$ cat src/rtl/router_fsm.sv
// Router control FSM: decodes the header address, sequences payload/parity
// loading into the addressed output FIFO and stalls the source when needed.
module router_fsm (
  input  logic       clock,
  input  logic       resetn,
  input  logic       pkt_valid,
  input  logic [1:0] data_in,
  input  logic       fifo_full,
  input  logic       fifo_empty_0,
  input  logic       fifo_empty_1,
  input  logic       fifo_empty_2,
  input  logic       soft_reset_0,
  input  logic       soft_reset_1,
  input  logic       soft_reset_2,
  input  logic       parity_done,
  input  logic       low_pkt_valid,
  output logic       detect_add,
  output logic       lfd_state,
  output logic       ld_state,
  output logic       laf_state,
  output logic       full_state,
  output logic       rst_int_reg,
  output logic       write_enb_reg,
  output logic       busy
);

  // state              | meaning
  // S_DECODE_ADDRESS   | idle, waiting for a header with a valid address
  // S_LOAD_FIRST_DATA  | header byte written to the addressed FIFO
  // S_LOAD_DATA        | streaming payload bytes
  // S_FIFO_FULL        | destination FIFO full, source stalled
  // S_LOAD_AFTER_FULL  | write of the byte held while the FIFO was full
  // S_LOAD_PARITY      | writing the parity byte
  // S_CHECK_PARITY     | parity compare strobe to the register block
  // S_WAIT_TILL_EMPTY  | addressed FIFO still draining a previous packet
  typedef enum logic [2:0] {
    S_DECODE_ADDRESS  = 3'd0,
    S_LOAD_FIRST_DATA = 3'd1,
    S_LOAD_DATA       = 3'd2,
    S_FIFO_FULL       = 3'd3,
    S_LOAD_AFTER_FULL = 3'd4,
    S_LOAD_PARITY     = 3'd5,
    S_CHECK_PARITY    = 3'd6,
    S_WAIT_TILL_EMPTY = 3'd7
  } state_t;

  state_t     r_state;
  state_t     w_next;
  logic [1:0] r_addr;
  logic       w_empty_hdr;
  logic       w_empty_sel;
  logic       w_soft_sel;

  // w_empty_hdr looks at the incoming header, the other two at the latched port
  always_comb begin
    w_empty_hdr = 1'b0;
    w_empty_sel = 1'b0;
    w_soft_sel  = 1'b0;
    case (data_in)
      2'd0:    w_empty_hdr = fifo_empty_0;
      2'd1:    w_empty_hdr = fifo_empty_1;
      2'd2:    w_empty_hdr = fifo_empty_2;
      default: w_empty_hdr = 1'b0;
    endcase
    case (r_addr)
      2'd0: begin w_empty_sel = fifo_empty_0; w_soft_sel = soft_reset_0; end
      2'd1: begin w_empty_sel = fifo_empty_1; w_soft_sel = soft_reset_1; end
      2'd2: begin w_empty_sel = fifo_empty_2; w_soft_sel = soft_reset_2; end
      default: begin w_empty_sel = 1'b0; w_soft_sel = 1'b0; end
    endcase
  end

  always_ff @(posedge clock or negedge resetn) begin
    if (!resetn) begin
      r_state <= S_DECODE_ADDRESS;
      r_addr  <= 2'd0;
    end else begin
      r_state <= w_next;
      if (r_state == S_DECODE_ADDRESS && pkt_valid)
        r_addr <= data_in;
    end
  end

  always_comb begin
    w_next        = r_state;
    detect_add    = 1'b0;
    lfd_state     = 1'b0;
    ld_state      = 1'b0;
    laf_state     = 1'b0;
    full_state    = 1'b0;
    rst_int_reg   = 1'b0;
    write_enb_reg = 1'b0;
    busy          = 1'b1;

    case (r_state)
      S_DECODE_ADDRESS: begin
        detect_add = 1'b1;
        busy       = 1'b0;
        if (pkt_valid && data_in != 2'd3)
          w_next = w_empty_hdr ? S_LOAD_FIRST_DATA : S_WAIT_TILL_EMPTY;
      end
      S_LOAD_FIRST_DATA: begin
        lfd_state = 1'b1;
        w_next    = S_LOAD_DATA;
      end
      S_LOAD_DATA: begin
        ld_state      = 1'b1;
        write_enb_reg = 1'b1;
        busy          = 1'b0;
        if (fifo_full)       w_next = S_FIFO_FULL;
        else if (!pkt_valid) w_next = S_LOAD_PARITY;
      end
      S_FIFO_FULL: begin
        full_state = 1'b1;
        if (!fifo_full) w_next = S_LOAD_AFTER_FULL;
      end
      S_LOAD_AFTER_FULL: begin
        laf_state     = 1'b1;
        write_enb_reg = 1'b1;
        if (parity_done)        w_next = S_DECODE_ADDRESS;
        else if (low_pkt_valid) w_next = S_LOAD_PARITY;
        else                    w_next = S_LOAD_DATA;
      end
      S_LOAD_PARITY: begin
        write_enb_reg = 1'b1;
        w_next        = S_CHECK_PARITY;
      end
      S_CHECK_PARITY: begin
        rst_int_reg = 1'b1;
        w_next      = fifo_full ? S_FIFO_FULL : S_DECODE_ADDRESS;
      end
      S_WAIT_TILL_EMPTY: begin
        if (w_empty_sel) w_next = S_LOAD_FIRST_DATA;
      end
      default: w_next = S_DECODE_ADDRESS;
    endcase

    // a timeout on the port currently owned by this packet abandons it
    if (w_soft_sel)
      w_next = S_DECODE_ADDRESS;
  end

endmodule

$ cat config.mk
export PLATFORM = sky130hd
export DESIGN_NAME = router_fsm
export DESIGN_NICKNAME = d
export VERILOG_FILES = /design/src/rtl/router_fsm.sv
export SDC_FILE = /design/constraint.sdc
export NUM_CORES = 1
export LEC_CHECK = 0
export BUFFER_PORTS_ARGS = -buffer_cell sky130_fd_sc_hd__buf_2
export CAP_MARGIN = 10
export CORE_AREA = 2 2 39 41
export CTS_CLUSTER_SIZE = 24
export DETAILED_ROUTE_END_ITERATION = 6
export DIE_AREA = 0 0 41 43
export PLACE_DENSITY = 0.64
export REMOVE_ABC_BUFFERS = 1
export SYNTH_ARGS = -nofsm -noshare
export SYNTH_HDL_FRONTEND = slang
export SYNTH_SLANG_ARGS = --single-unit
$ cat constraint.sdc
create_clock -name clock -period 3.7 [get_ports clock]
set_input_delay 1.11 -clock clock [delete_from_list [all_inputs] [get_ports clock]]
set_output_delay 1.11 -clock clock [all_outputs]
set_load 0.01 [all_outputs]
======== Word-level counts from Yosys, hierarchy flattened ========
Index checks and enable logic that the tools add are counted.
cells by class
  equal/unequal tests ..................... 16
  reduce and logical (&&, ||, !) cells .... 8
  mux-type cells .......................... 22
operators with widths
  operator                                        number
  2-to-1 mux 3 bit                                9
  one-hot mux 3 bit (8 select lines)              1
  == test 3 bit (second input constant)           4
  one-hot mux 1 bit (3 select lines)              3
  2-to-1 mux 1 bit                                8
  == test 3 x 2 -> 1 bit (second input constant)  2
  != test 3 bit (second input constant)           2
  == test 2 x 1 -> 1 bit (second input constant)  2
  == test 2 bit (second input constant)           2
  logical NOT 2 bit                               2
  != test 4 bit (second input constant)           1
  AND reduction 4 bit                             1
  == test 3 x 1 -> 1 bit (second input constant)  1
  logical NOT 3 bit                               1
  != test 3 x 2 -> 1 bit (second input constant)  1
  OR reduction 3 bit                              1
  logical AND 1 bit                               2
  2-to-1 mux 2 bit                                1
  != test 2 bit (second input constant)           1
  OR reduction 2 bit                              1
storage, ports and cells
  flip-flop bits (word level) ............. 5
  output and inout bits ................... 8
  bits of input ports ..................... 14
  word-level logic and storage cells ...... 48

======== Logic depth before layout (Yosys ltp) ========
Gate-level depths: netlist of the first run.
  depth after elaboration ................. 6
  depth in mapped cells ................... 5
  gate-level depth less buffers ........... 4

======== Least setup slack after synthesis of the first run ========
OpenSTA, ideal clock, no wires.
  kind .................................... register to output
  start ................................... register r_state[0]
  end ..................................... output port write_enb_reg
  arrival time ............................ 1.099 ns
  slack ................................... 1.491 ns
  buffers on the path ..................... 1
  stages on the path, launching flop included .. 5
  cells stage by stage .................... dfrtp_1 buf_2 nand2b_1 nor2_1 o21bai_1
on the way
  longest elaborated chain between the ends .. 3
  elaborated cells between the ends (all ways) .. 5
  those cells by class .................... eq/ne (3); mux (1); reduce/logical (1)
RTL lines
  element                                                         RTL line  text
  start, declared                                                 47        state_t r_state;
  start signal, assigned                                          78        r_state <= w_next;
  == test 3 bit / == test 3 x 2 -> 1 bit (equally long branches)  95        case (r_state)
  OR reduction 3 bit (no source line) *                           -
  2-to-1 mux 1 bit *                                              95
  end, declared                                                   23        output logic write_enb_reg,
Every way passes the cells marked *; elsewhere a longest branch is shown, timed or not.

======== Worst setup path in the final report of the first run ========
  start ................................... register r_state[0]
  end ..................................... output port detect_add
on the way
  longest elaborated chain between the ends .. 2
RTL lines
  element            RTL line  text
  logical NOT 3 bit  95
  2-to-1 mux 1 bit   95
  end, declared      17        output logic detect_add,
No other way between the ends.

==> results.md, run 1 <==
* Dominant cell type by area after synthesis: dfrtp_1
* Min-delay worst type: reg -> reg
* Die width at 41 um
* Setup Total Neg Slack at 0 ns
* Number of synthesized flops with an enable pin at 0
* Most frequent cells after synthesis: nand2_1, dfrtp_1, mux2i_1, inv_1, nor3b_1
* Vias at 484
* Final Max Slew Viols at 0
* R2r worst-path depth at 3
* Worst setup path class: reg -> out
* Worst Path Required at 2.59 ns
* Power Total at approximately 0.48 mW
* Maximum VDD drop at 0.4123 mV
* Synth Area in XOR/XNOR at 0%
* Detail Route Antenna Nets at 0
* Simple-gate portion of the synthesized area at 27.68%
* Area contributors post-synth: dfrtp_1, mux2i_1, o221ai_2
* Top-level port count at 22
* Final wirelength at 1.141 mm
* First drt pass iteration count at 4
* Async SR Flop Fraction at 100.0%
* Unrepaired setup endpoints after global routing: no
* Hold path start: r_addr[0]$_DFFE_PN0P_
* Root Buffer: clkbuf_4
* PwrDens at approximately 770 nW/um^2
* Top layer in use: met3
* Area Overhead vs Synth at 29.50%
* # port buffers at 21
* Layout Cells excl Fill at between 90 and 100
* Final period utilization at 67.14%
* RR Startpoint: r_state[0]$_DFFE_PN0P_
* Slack of the critical path at 1.216 ns
* Register area share after synthesis at between 20% and 30%
* CP Capture Type: output port
* Slew headroom at 74.01%
* Setup bufs post-CTS at 0
* Max-cap viol count at 0
* DR WL met2 at between 500 and 600 um
* Clock Sinks at 5
* Placed Instances at 90
* GP Congestion at 0.7397
* Hold depth at 1
* Syn Std Cell Area at 479.2 sq um
* Nets at 93
* Share of cells above drive strength 1 at 39.74%
* Crit path time final at 2.484 ns
* Critical path data arrival time at 1.37 ns
* Cts repair resizes at 0
* Setup violators final at 0
* ANT cells at 0
* DR WL/cell at 12.14 um
* Leakage at 0.3026 nW
* Actual slew at the worst max-slew pin at 0.3898 ns
* Clk slew on worst S/H paths at around 0.040 ns
* Starting Density at 34.63%
* Crit path cell chain: or3_4 > inv_1 > buf_2
* Mapped Avg Cell Area at 8.713 sq um
* Top cell type's share of synthesized area at about a quarter
* DRT met1 WL at 532 um
* Crit path max-delay cell type: dfrtp_1
* Critical Path Start: r_state[0]$_DFFE_PN0P_
* Fin Clk Skew at between 0.003 and 0.004 ns
* Die Area at 1763 sq um
* Synth warn at 0
* Die H at approximately 43 um
* Post-synthesis instance total at between 50 and 60
* GR Overflow Total at 0
* CTS tree: yes
* DRT iter0 DRCs at 2
* Post-synth top flop: dfrtp_1
* Fillers at 156
* Compound-Gate Fraction of Synth Area at 26.63%
* Final hold vios at 0
* Largest family of logic cells by synthesized area: simple AND/OR/NAND/NOR gates
* Post-Synth Adder-Cell Area at 0%
* Post-detail-place hpwl at 880.4 um
* CP Launch Type: flop
* Post-place setup slack at approximately 1.5 ns
* CTS H-tree depth at 1
* FF-to-FF setup slack at 2.20 ns
* Vias in the first global route at 455
* Inserted Clock Buffers at 3
* CP max stage delay at 0.50 ns
* Status: completed
* Hold endpoint: r_addr[0]$_DFFE_PN0P_
* Cell family with most CP delay: flip-flops
* Routed length on met3 at 107 um
* Pin count of the biggest net entering global routing at 15
* Worst-path maximum fanout at 14
* Hold Buf Count CTS at 0
* DRC at 0
* Count of state elements after synthesis at 5
* Clock Latency Late Sink at 0.24 ns
* Gr usage total at 15.54%
* R2r endpoint: r_state[1]$_DFFE_PN0P_
* Initial antenna violation count at 0
* First-pass GRT wire length at 1.863 mm
* Crit path buf inv count at 2
* Synth cell types at 25
* Mux cell area share after synthesis at about 15%
* Max Buffers Root-to-Sink at 2
* Cell row count at 14
* Most common cell in the synthesized netlist: nand2_1
* DR vias/cell at slightly above 5
* F_max at 402.5 MHz
* Core area at 1384 sq um
* Final core occ at 44.85%
-- sequential cells by signal, indices dropped and copies added, names as in the netlist --
signal   flops
r_addr       2
r_state      3
-- per-layer routing --
| layer | vias up | GRT usage (%) |
|---|---|---|
| met3 | 0 | 4.712 |
| met4 | 0 | 6.000 |
| met5 | - | 0 |
| met1 | 215 | 20.92 |
| li1 | 249 | - |
| met2 | 20 | 22.50 |
-- cell families (layout without fill, tap and decap cells) --
group	after synthesis	in the layout
muxes	7	7
AOI/OAI and AO/OA	15	15
DFF	5	5
and+or+nand+nor	23	23
buffers and inverters	5	28
-- worst max-delay path by stage --
stage,end,slack [ns],cells after the start
final,detect_add,1.22,3
after global routing,write_enb_reg,1.08,4
after detailed placement,detect_add,1.47,3
after CTS,detect_add,1.21,3
after floorplan,write_enb_reg,1.54,3
after global placement,detect_add,1.49,3
-- layout by cell type (no fill, tap or decap), types with 3 or more instances in the layout --
cell	count
clkbuf_4	3
mux2i_1	5
nand2_1	7
nor3b_1	3
dfrtp_1	5
inv_1	3
buf_2	21
-- per-stage QoR --
| step | cell area (sq um) | hold slack, ns |
|---|---|---|
| after CTS | 620.6 | 0.6292 |
| after detailed placement | 594.3 | 0.6203 |
| after global placement | 594.3 | 0.6135 |
| after floorplan | 469.2 | 0.5658 |
| final | 620.6 | 0.6208 |
| after global routing | 620.6 | 0.6498 |
-- report_power, final --
group | total [mW] | leakage [nW] | switching [mW] | internal (mW)
Sequential | 0.144 | 0.0614 | 0.0621 | 0.0818
Clock | 0.0619 | 0.0150 | 0.0212 | 0.0407
Combinational | 0.274 | 0.226 | 0.130 | 0.144
-- final cells by class --
class | count | area [sq um] | share of cell area [%]
repair buffers | 21 | 105.1 | 16.94
multi-input cells | 45 | 332.8 | 53.63
well taps | 16 | 20.02 | 3.226
clock buffers | 4 | 26.28 | 4.234
inverters | 3 | 11.26 | 1.815
flip-flops and latches | 5 | 125.1 | 20.16
-- worst reg2reg max path, stage by stage (launching register included) --
cell and delay, ns:
dfrtp_1 0.50, or3_4 0.44, o221ai_2 0.24, mux2i_1 0.25
Power figures use the tool's default switching activity.
==> run 2: changes to the inputs <==
==> constraint.sdc (replaced) <==
create_clock -name clock -period 2.3 [get_ports clock]
set_input_delay 0.69 -clock clock [delete_from_list [all_inputs] [get_ports clock]]
set_output_delay 0.69 -clock clock [all_outputs]
set_load 0.01 [all_outputs]
==> run 2 against run 1 <==
  * Combinational power increased by 61%
  * Count of clock-buffer cells in the layout unchanged
  * Utilization unchanged
  * Final cell count unchanged
  * Worst hold slack got worse by 0.37 ns
  * Critical endpoint unchanged
  * First-iteration DRC count increased by 100%
  * Via count increased by 1.9%
  * Final area unchanged
  * Sequential share of layout area unchanged
==> results.md, run 2 (synthesized netlist as in run 1, its figures left out) <==
* Max Buffers Root-to-Sink at 2
* DR vias/cell at ~5.2
* Final Max Slew Viols at 0
* Unrepaired setup endpoints after global routing: no
* Clk slew on worst S/H paths at 0.04 ns
* Vias in the first global route at about 440
* Worst hold margin at roughly 0.26 ns
* Inserted Clock Buffers at 3
* Setup bufs post-CTS at 0
* Cts repair resizes at 0
* Min-delay worst type: in -> async
* Maximum VDD drop at 0.6267 mV
* Clock Sinks at 5
* F_max at a little under 500 MHz
* Status: completed
* Final wirelength at 1.124 mm
* Crit path time final at slightly above 2 ns
* Most frequent cells in the layout: buf_2, nand2_1, mux2i_1, dfrtp_1
* ANT cells at 0
* GP Congestion at 0.7397
* Fin Clk Skew at 0.004826 ns
* Root Buffer: clkbuf_4
* Die Area at about 1800 sq um
* Pin count of the biggest net entering global routing at 15
* Actual slew at the worst max-slew pin at between 0.3 and 0.4 ns
* CP Capture Type: output port
* Worst-path maximum fanout at 14
* CP Launch Type: flop
* CP max stage delay at 0.50 ns
* # port buffers at 21
* Leakage at 0.3026 nW
* Final period utilization at 89.82%
* Number of flip-flops in the largest register at 3
* CTS H-tree depth at 1
* Setup Total Neg Slack at 0 ns
* Biggest regs: r_state x3, r_addr x2
* Setup violators final at 0
* Most flop-heavy register: r_state
* Max-cap viol count at 0
* DRT iter0 DRCs at 4
* Die width at between 40 and 50 um
* Nets at 93
* Starting Density at 34.63%
* Most common cell after layout, fill and taps aside: buf_2
* Worst Path Required at ~1.6 ns
* DRC at 0
* Slew headroom at 74.83%
* CTS tree: yes
* Crit path max-delay cell type: dfrtp_1
* Vias at 493
* First-pass GRT wire length at 1.787 mm
* Die H at 43 um
* Cell row count at 14
* Gr usage total at 15.04%
* Final hold vios at 0
* DR WL/cell at 11.96 um
* GR Overflow Total at 0
* Detail Route Antenna Nets at 0
* Top-level port count at 22
* Critical path data arrival time at 1.38 ns
* Share of cells above drive strength 1 at 39.74%
* Post-detail-place hpwl at 870.5 um
* Initial antenna violation count at 0
* PwrDens at ~1200 nW/um^2
* First drt pass iteration count at 4
* Clock Latency Late Sink at ~0.24 ns
* Hold Buf Count CTS at 0
* Core area at between 1000 and 1500 sq um
* Worst setup path class: reg -> out
* Crit path cell chain: or3_4 > inv_1 > buf_2
* Area Overhead vs Synth at 29.50%
==> run 2: cell counts in the layout (fill, tap and decap cells not counted) <==
Identical to the previous run, type by type.
==> run 2: worst paths after layout <==
path                                         from                endpoint  slack [ns]  cells past startpoint
max                        r_state[0]$_DFFE_PN0P_              detect_add        0.23                      3
min                                        resetn   r_addr[0]$_DFFE_PN0P_        0.26                      1
max reg2reg                r_state[0]$_DFFE_PN0P_  r_state[1]$_DFFE_PN0P_        0.79                      3
min reg2reg                 r_addr[0]$_DFFE_PN0P_   r_addr[0]$_DFFE_PN0P_        0.63                      1
max in group asynchronous                  resetn  r_state[2]$_DFFE_PN0P_        1.91                      1
min in group clock          r_addr[0]$_DFFE_PN0P_   r_addr[0]$_DFFE_PN0P_        0.63                      1
==> run 2: routing by layer <==
layer | vias up | part of all wire [%] | GRT usage, %
li1 | 251 | - | -
met1 | 219 | 46 | 19.28
met2 | 23 | 44 | 22.50
met3 | 0 | 9.4 | 4.712
met4 | 0 | 0 | 6.000
met5 | - | 0 | 0
==> run 2: cell type report <==
| class | instances | area, sq um |
|---|---|---|
| Fill cell | 143 | 763.2 |
| Multi-Input combinational cell | 45 | 332.8 |
| Sequential cell | 5 | 125.1 |
| Timing Repair Buffer | 21 | 105.1 |
| Clock buffer | 4 | 26.28 |
| Tap cell | 16 | 20.02 |
| Inverter | 3 | 11.26 |
==> run 2: metrics by stage <==
stage                     setup WS, ns  power (mW)  area, sq um  cells  util (%)
after floorplan                 0.5617      0.5353        469.2     53         -
after global placement          0.5056      0.6701        594.3     90     42.95
after detailed placement        0.4753      0.6752        594.3     90     42.95
after CTS                       0.2192      0.7825        620.6     94     44.85
after global routing            0.1128      0.8505        620.6     94     44.85
final                           0.2342      0.7693        620.6     94     44.85
==> run 2: power breakdown <==
part / internal, mW / switching, mW
logic: 0.231 / 0.208
clock network: 0.0655 / 0.0337
registers: 0.132 / 0.0988
total: 0.429 / 0.341
==> run 2: worst max-delay path, delay by kind of cell, from the launching register on <==
kind                   cells  cell delay, ns
buffers and inverters      2            0.20
DFF                        1            0.50
and+or+nand+nor            1            0.44
==> run 3: changes to the inputs <==
--- a/config.mk
+++ b/config.mk
@@ -7,11 +7,13 @@
 export LEC_CHECK = 0
 export BUFFER_PORTS_ARGS = -buffer_cell sky130_fd_sc_hd__buf_2
 export CAP_MARGIN = 10
-export CORE_AREA = 2 2 39 41
+export CELL_PAD_IN_SITES_DETAIL_PLACEMENT = 1
+export CELL_PAD_IN_SITES_GLOBAL_PLACEMENT = 1
+export CORE_MARGIN = 2
+export CORE_UTILIZATION = 28
 export CTS_CLUSTER_SIZE = 24
 export DETAILED_ROUTE_END_ITERATION = 6
-export DIE_AREA = 0 0 41 43
-export PLACE_DENSITY = 0.64
+export PLACE_DENSITY = 0.72
 export REMOVE_ABC_BUFFERS = 1
 export SYNTH_ARGS = -nofsm -noshare
 export SYNTH_HDL_FRONTEND = slang
==> constraint.sdc (replaced) <==
create_clock -name clock -period 1.9 [get_ports clock]
set_input_delay 0.57 -clock clock [delete_from_list [all_inputs] [get_ports clock]]
set_output_delay 0.57 -clock clock [all_outputs]
set_load 0.01 [all_outputs]
==> run 3 against run 2 <==
  * Sequential power increased by 11%
  * Clock skew decreased by 0.00073 ns
  * Die area increased by 17%
  * Critical path depth unchanged
  * Power increased by 43%
  * Critical endpoint unchanged
  * Highest routed layer is now met4
==> results.md, run 3 (synthesized netlist as in run 1, its figures left out) <==
* Max Buffers Root-to-Sink at 2
* CTS tree: yes
* ANT cells at 0
* Logic pwr share at 65.3%
* Most frequent cells in the layout: buf_2, buf_4, nand2_1
* Cell row count at 14
* Die H at approximately 45 um
* CP Capture Type: output port
* First-pass GRT wire length at 2.049 mm
* Worst Path Required at around 1.3 ns
* Post-detail-place hpwl at slightly below 1 mm
* Final hold vios at 0
* PwrDens at 1588 nW/um^2
* Vias at roughly 530
* Worst-path maximum fanout at 8
* Pin count of the biggest net entering global routing at 15
* Top-level port count at 22
* Fin Clk Skew at 0.004093 ns
* Most flop-heavy register: r_state
* Slew headroom at 83.75%
* Actual slew at the worst max-slew pin at around 0.24 ns
* Vias in the first global route at 485
* Biggest regs: r_state x3, r_addr x2
* Final wirelength at 1.481 mm
* GP Congestion at 0.6989
* Core area at 1559 sq um
* Final Max Slew Viols at 0
* Clock Latency Late Sink at around 0.24 ns
* Internal at 0.6230 mW
* Nets at 102
* First drt pass iteration count at 2
* Clk slew on worst S/H paths at 0.05 ns
* Design area at 691.9 sq um
* Placement Cell Area at 594.3 sq um
* Setup violators final at 0
* Gr usage total at between 10 and 15%
* DRT iter0 DRCs at 6
* Area Overhead vs Synth at 44.39%
* Crit path time final at 1.871 ns
* Max-cap viol count at 0
* DR WL/cell at 14.38 um
* Root Buffer: clkbuf_4
* CP Launch Type: flop
* Fillers at ~200
* Worst setup path class: reg -> out
* Maximum VDD drop at 0.5768 mV
* DR vias/cell at 5.126
* Clock Power Share at 11.4%
* Critical path data arrival time at 1.30 ns
* Number of flip-flops in the largest register at 3
* Die Area at 2058 sq um
* Setup Total Neg Slack at 0 ns
* Final core occ at 44.38%
* CTS H-tree depth at 1
* Starting Density at approximately 31%
* DRC at 0
* Die width at 45.37 um
* Initial antenna violation count at 0
* Reg power frac at 23.2%
* Most common cell after layout, fill and taps aside: buf_2
* F_max at 534.6 MHz
* GR Overflow Total at 0
* Sw frac at a little over two fifths
* Final period utilization at 98.46%
* Share of cells above drive strength 1 at 51.72%
* Min-delay worst type: in -> async
* Leakage at 0.3419 nW
* Status: completed
* Clock Sinks at 5
* # port buffers at 21
* Inserted Clock Buffers at 3
* Net Switching at 0.4756 mW
* Detail Route Antenna Nets at 0
[run 3: per-stage QoR]
step / instances / setup slack [ns] / total power [mW] / hold WS, ns
floorplan: 53 / 0.2817 / 0.6480 / 0.2744
global placement: 90 / 0.2130 / 0.8156 / 0.3882
detailed placement: 90 / 0.1880 / 0.8236 / 0.3964
CTS: 94 / -0.02059 / 0.9639 / 0.1384
global route: 103 / -0.009918 / 1.186 / 0.1462
finish: 103 / 0.02934 / 1.099 / 0.1413
[run 3: cell type report]
type / instances / area, sq um / share of cell area, %
Sequential cell: 5 / 128.9 / 18.63
Timing Repair Buffer: 30 / 170.2 / 24.59
Inverter: 3 / 11.26 / 1.627
Multi-Input combinational cell: 45 / 335.3 / 48.46
Clock buffer: 4 / 26.28 / 3.797
Tap cell: 16 / 20.02 / 2.893
[run 3: final timing paths]
check                                  startpoint                endpoint  slack, ns  depth (start not counted)
max                        r_state[0]$_DFFE_PN0P_              detect_add       0.03                          3
min                                        resetn   r_addr[0]$_DFFE_PN0P_       0.14                          1
max reg2reg                r_state[1]$_DFFE_PN0P_  r_state[2]$_DFFE_PN0P_       0.37                          5
min reg2reg                 r_addr[0]$_DFFE_PN0P_   r_addr[0]$_DFFE_PN0P_       0.63                          1
max in group asynchronous                  resetn  r_state[0]$_DFFE_PN0P_       1.60                          1
min in group clock                     data_in[0]   r_addr[0]$_DFFE_PN0P_       0.62                          2
[run 3: power groups by stage]
stage	clock [mW]	sequential [mW]	combinational (mW)
floorplan	0	0.246	0.401
global placement	0	0.278	0.537
detailed placement	0	0.281	0.542
CTS	0.129	0.288	0.547
global route	0.134	0.268	0.784
finish	0.126	0.255	0.718
[run 3: routing by layer]
| layer | vias to the layer above | share of wire (%) | track usage, % |
|---|---|---|---|
| li1 | 270 | - | - |
| met1 | 231 | 43 | 16.10 |
| met2 | 23 | 48 | 24.00 |
| met3 | 4 | 5.9 | 1.984 |
| met4 | 0 | 2.7 | 7.059 |
| met5 | - | 0 | 0 |
[run 3: repair_timing]
item / 4_1_cts / 5_1_grt
pin swaps: 0 / 1
gates cloned: 0 / 0
buffers inserted: 0 / 9
hold buffers: 0 / 0
setup endpoints to repair: 2 / 2
resized for setup: 3 / 2
[run 3: worst max-delay path, stage by stage, from the launching register on]
cell     delay [ns]
dfrtp_2        0.45
or3_4          0.43
inv_2          0.07
buf_2          0.12
